--- src/rtl/sequence_tx_pkg.sv ---
`default_nettype none
// ============================================================================
//  Module      : sequence_tx_pkg
//  Description : Shared definitions for the serial sequence generator:
//                2-bit state codes and the bit-counter width helper.
//  Revision    : 1.0  initial release
// ============================================================================
package sequence_tx_pkg;

    typedef logic [1:0] state_t;

    // Codes are visible on the Q1/Q0 debug outputs; 2'b11 is illegal.
    localparam state_t IDLE  = 2'b00;
    localparam state_t SHIFT = 2'b01;
    localparam state_t DONE  = 2'b10;

    // Width of a counter that must reach n-1; never narrower than one bit.
    function automatic int cnt_w(input int n);
        return (n > 1) ? $clog2(n) : 1;
    endfunction

endpackage
`default_nettype wire

--- src/rtl/sequence_tx_bit_counter.sv ---
`default_nettype none
// ============================================================================
//  Module      : sequence_tx_bit_counter
//  Description : Mod-N counter used to count bits within a frame.
//  Ports       : clock  - rising-edge clock
//                reset  - asynchronous active-high reset (count -> 0)
//                clear  - synchronous clear to 0 (priority over enable)
//                enable - advance count, wrapping N-1 -> 0
//                last   - high while the count equals N-1
//  Revision    : 1.0  initial release
// ============================================================================
module sequence_tx_bit_counter
    import sequence_tx_pkg::*;
#(
    parameter int N = 4
) (
    input  logic clock,
    input  logic reset,
    input  logic clear,
    input  logic enable,
    output logic last
);

    localparam int               CNT_W = cnt_w(N);
    localparam logic [CNT_W-1:0] TERM  = CNT_W'(N - 1);

    logic [CNT_W-1:0] cnt;

    always_ff @(posedge clock or posedge reset) begin
        if (reset) begin
            cnt <= '0;
        end else if (clear) begin
            cnt <= '0;
        end else if (enable) begin
            cnt <= (cnt == TERM) ? '0 : cnt + 1'b1;
        end
    end

    assign last = (cnt == TERM);

endmodule
`default_nettype wire

--- src/rtl/sequence_tx.sv ---
`default_nettype none
// ============================================================================
//  Module      : sequence_tx
//  Description : Serial sequence generator. Captures an N-bit pattern on an
//                accepted start and shifts it out MSB first on w, one bit per
//                clock, optionally resending it back-to-back.
//  Ports       : clock       - rising-edge clock
//                reset       - asynchronous active-high reset
//                start       - request a frame (sampled only in IDLE)
//                repeat_mode - resend captured pattern at end of frame
//                pattern     - N-bit pattern captured on accepted start
//                w           - serial data out, MSB first
//                busy        - high while a frame is shifting
//                done        - one-cycle pulse after a non-repeating run
//                Q1, Q0      - current state code for observation
//  Revision    : 1.0  initial release
// ============================================================================
module sequence_tx
    import sequence_tx_pkg::*;
#(
    parameter int N = 4
) (
    input  logic         clock,
    input  logic         reset,
    input  logic         start,
    input  logic         repeat_mode,
    input  logic [N-1:0] pattern,
    output logic         w,
    output logic         busy,
    output logic         done,
    output logic         Q1,
    output logic         Q0
);

    state_t       state;
    logic [N-1:0] sreg;
    logic [N-1:0] pcopy;
    logic         last;

    // Counter runs only while shifting; it wraps to 0 on its own at the
    // last bit, which is exactly what a repeated frame needs.
    sequence_tx_bit_counter #(
        .N      (N)
    ) u_bit_counter (
        .clock  (clock),
        .reset  (reset),
        .clear  (state != SHIFT),
        .enable (state == SHIFT),
        .last   (last)
    );

    always_ff @(posedge clock or posedge reset) begin
        if (reset) begin
            state <= IDLE;
            sreg  <= '0;
            pcopy <= '0;
        end else begin
            case (state)
                IDLE: begin
                    if (start) begin
                        sreg  <= pattern;
                        pcopy <= pattern;
                        state <= SHIFT;
                    end
                end
                SHIFT: begin
                    if (!last) begin
                        sreg <= {sreg[N-2:0], 1'b0};
                    end else if (repeat_mode) begin
                        // Reload from the captured copy, not the live input.
                        sreg <= pcopy;
                    end else begin
                        state <= DONE;
                    end
                end
                DONE: begin
                    state <= IDLE;
                end
                default: begin
                    state <= IDLE;
                end
            endcase
        end
    end

    // Outputs decode registered state only, so they follow reset at once.
    assign w    = (state == SHIFT) & sreg[N-1];
    assign busy = (state == SHIFT);
    assign done = (state == DONE);
    assign Q1   = state[1];
    assign Q0   = state[0];

endmodule
`default_nettype wire
--- config.mk ---
export PLATFORM = sky130hd
export DESIGN_NAME = sequence_tx
export DESIGN_NICKNAME = d
export VERILOG_FILES = /design/src/rtl/sequence_tx_pkg.sv /design/src/rtl/sequence_tx_bit_counter.sv /design/src/rtl/sequence_tx.sv
export SDC_FILE = /design/constraint.sdc
export NUM_CORES = 1
export LEC_CHECK = 0
export ABC_CLOCK_PERIOD_IN_PS = 1700
export CORE_MARGIN = 2
export CORE_UTILIZATION = 30
export DETAILED_ROUTE_END_ITERATION = 7
export PLACE_DENSITY = 0.65
export SYNTH_ARGS = -nofsm -noshare
export SYNTH_HDL_FRONTEND = slang
export SYNTH_SLANG_ARGS = --single-unit
--- constraint.sdc ---
create_clock -name clock -period 1.7 [get_ports clock]
set_clock_uncertainty 0.15 [all_clocks]
set_input_delay 0.17 -clock clock [delete_from_list [all_inputs] [get_ports clock]]
set_output_delay 0.17 -clock clock [all_outputs]
set_load 0.02 [all_outputs]
==> results.md <==
- Outcome: finished, final reports clean
- Crit path to: sreg[1]
- Total GRT Usage: 11.7%
- CP endpoint kind: flop
- Final Max Tran Viols: 0
- CTS tree: built
- DR vias/cell: 4.61
- Wirelength, routed: ~1000 um
- Avg Inst Size Synth: 12.9 um2
- Num CTS Buffers: 3
- Post-synthesis register bit count: 12
- Crit-path max cell delay: roughly 0.4 ns
- Design area: 777 um2
- Pleak: between 0.3 and 0.4 nW
- # fillers: 173
- Share of cells above drive strength 1: approximately 29%
- Core Box Area: about 1700 um2
- Period utilization: 96.5%
- CTS H-Tree Depth: 1
- Final Hold Vio Count: 0
- Slew HR: a little over two thirds
- RSZ-0062 raised after global routing: false
- Number of synthesized flops with an enable pin: 0
- Ant diodes: 0
- # DRC: 0
- Post-synth cell types: 20
- CP max FO: 5
- FF+latch area: about 300 um2
- Deepest clock path buffer count: 2
- Final setup TNS: 0 ns
- Die W: 47.0 um
- Post-Syn Instances: 43
- Wire per inst: ~11 um
- Routed vias: 406
- Vias in the first global route: 410
- Cell with the most instances after synthesis: dfrtp_1
- Slowest stage cell, crit path: dfrtp_1
- Max Clk Rate: 0.609 GHz
- Cts hold-fix bufs: 0
- Tot Pwr: approximately 0.0013 W
- Area of the multi-input gates: 225 um2
- Critical path depth: 3
- Reg2reg start: u_bit_counter.cnt[0]
- Worst-path cell chain: ha_1, a311o_1, a221o_1
- Seq/Total Area, Yosys: 54.2%
- Worst-Margin Slew: 0.443 ns
- Die area: 2210 um2
- Largest cells by area after synthesis: dfrtp_1 54%, mux2_2 8.1%, a221o_1 5.4%, a32o_1 5.4%, inv_1 2.7%
- Worst Path Arrival: 1.64 ns
- Clk slew on worst S/H paths: 0.08 ns
- Predominant post-synthesis flop cell: dfrtp_1
- Detail Route Antenna Nets: 0
- Final setup fails: 0
- Core Util, Final: 45.0%
- Maximum vdd ir drop: 0.000589 V
- TritonRoute pass-1 iters: 4
- Yosys top cell by area: dfrtp_1
- Nets: 73
- Die Ht: 47.0 um
- DP HPWL: 762 um
- Area Overhead vs Synth: 40.2%
- I/O Buffers: 12
- Worst path required time: between 1.5 and 2 ns
- # IOs: 13
- Mapped cell area: about 550 um2
- PwrDens: 1640 nW/um2
- Initial antenna violation count: 0
- Global-route wire length before repair: 1800 um
- Clk sink count: 12
- Yosys warns: 0
- Syn_nets: 52
- Synth top area share: 54.2%
- Min-delay worst type: input port to async pin
- Placed instance area: 734 um2
- FF-to-FF path depth: 3
- Buf/Inv on CP: 0
- CP delay by family, top: compound AO/OA/AOI/OAI gates
- FF-to-FF End: sreg[1]
- Skew-Pair Late Insertion Delay: 0.26 ns
- FF-to-FF setup slack: 0.06 ns
- Critical setup path kind: flop to flop
- Initial Utilization: 32.1%
- Global route overflow: 0
- DRT iter0 DRCs: 4
- Max_cap viols: 0
- Critical Path Start Type: flop
- Critical path origin: u_bit_counter.cnt[0]
- Row cnt: 15
- Post-synthesis async set-or-reset flop share: 100%
- Largest net degree at the start of global routing: 13
- Top cells by count, synth: 12 x dfrtp_1, 4 x inv_1, 4 x mux2_2
- Clock Tree Root: clkbuf_4
- RePlAce Congestion: 0.701
- Tmin final: between 1.5 and 2 ns
==> routing by layer <==
metal  routed length [um]  up-vias  GRT usage [%]  share of wire (%)
met3                   51        2           2.31                5.1
met2                  436       14           17.5                 44
met1                  489      192           15.9                 49
met4                   19        0           6.67                1.9
met5                    0        -              0                  0
li1                     -      198              -                  -
==> flip-flops by register name, indices dropped and copies added, names as in the netlist <==
| signal | flops |
|---|---|
| pcopy | 4 |
| sreg | 4 |
| state | 2 |
| u_bit_counter.cnt | 2 |
==> final cells by class <==
cell class	count	share of cell area (%)
sequential	12	38.6
multi-input combinational	25	29.0
timing repair buffer	18	21.7
clock buffer	4	4.67
tap	25	4.03
inverter	4	1.93
==> cell usage in the layout, fill, tap and decap left out <==
cell type        Yosys  final
mux2_1               1      1
a32o_1               3      3
ha_1                 1      1
dlymetal6s2s_1       0      2
and2b_2              1      1
inv_1                4      4
a221o_1              3      3
nor3b_1              1      1
nand2_1              1      1
clkbuf_8             0      1
nor2b_2              0      1
dlygate4sd2_1        0      1
a311o_1              1      1
nor2_1               1      1
mux2i_1              1      1
nor2_2               1      1
clkbuf_4             0      3
and3_1               2      2
dfrtp_1             12     12
buf_4                0      6
and2_1               2      2
clkdlybuf4s50_1      0      7
mux2_2               4      4
clkdlybuf4s15_1      0      2
nor3b_2              1      1
==> logic make-up (layout without fill, tap and decap cells) <==
kind of cell | count (synthesis) | after routing | synth area share [%]
DFF | 12 | 12 | 54.2
and+or+nand+nor | 11 | 11 | 13.3
AOI/OAI and AO/OA | 7 | 7 | 12.6
muxes | 6 | 6 | 12.0
buffers and inverters | 6 | 26 | 5.64
adders and majority gates | 1 | 1 | 2.26
==> repair_timing <==
item	in CTS	in global routing
setup buffers	0	0
gates resized for setup	4	4
pin swaps	0	0
endpoints found under the setup margin	3	4
==> report_power, final <==
group	leakage [nW]	internal, W	switching [W]	total, W
registers	0.148	0.000410	0.0000553	0.000465
logic	0.209	0.000328	0.000260	0.000588
clock network	0.0210	0.000130	0.0000925	0.000222
total	0.378	0.000868	0.000408	0.00128
==> per-stage QoR <==
stage / std cells / hold slack [ns] / worst slack, ns
CTS: 88 / 0.0579 / 0.00385
global placement: 84 / 0.278 / -0.0556
finish: 88 / 0.0471 / 0.0591
floorplan: 43 / -0.115 / 0.0348
global route: 88 / 0.103 / 0.00573
detailed placement: 84 / 0.294 / -0.0687
==> how the worst min path moves through the flow <==
| stage | from | end | slack (ns) | cells past startpoint |
|---|---|---|---|---|
| after floorplan | reset | pcopy[0] | -0.12 | 1 |
| after global placement | u_bit_counter.cnt[0] | u_bit_counter.cnt[0] | 0.28 | 1 |
| after detailed placement | u_bit_counter.cnt[0] | u_bit_counter.cnt[0] | 0.29 | 1 |
| after CTS | reset | sreg[0] | 0.06 | 2 |
| after global routing | reset | pcopy[0] | 0.10 | 2 |
| final | reset | sreg[0] | 0.05 | 2 |
No activity file was read; power rests on OpenSTA's default activity.
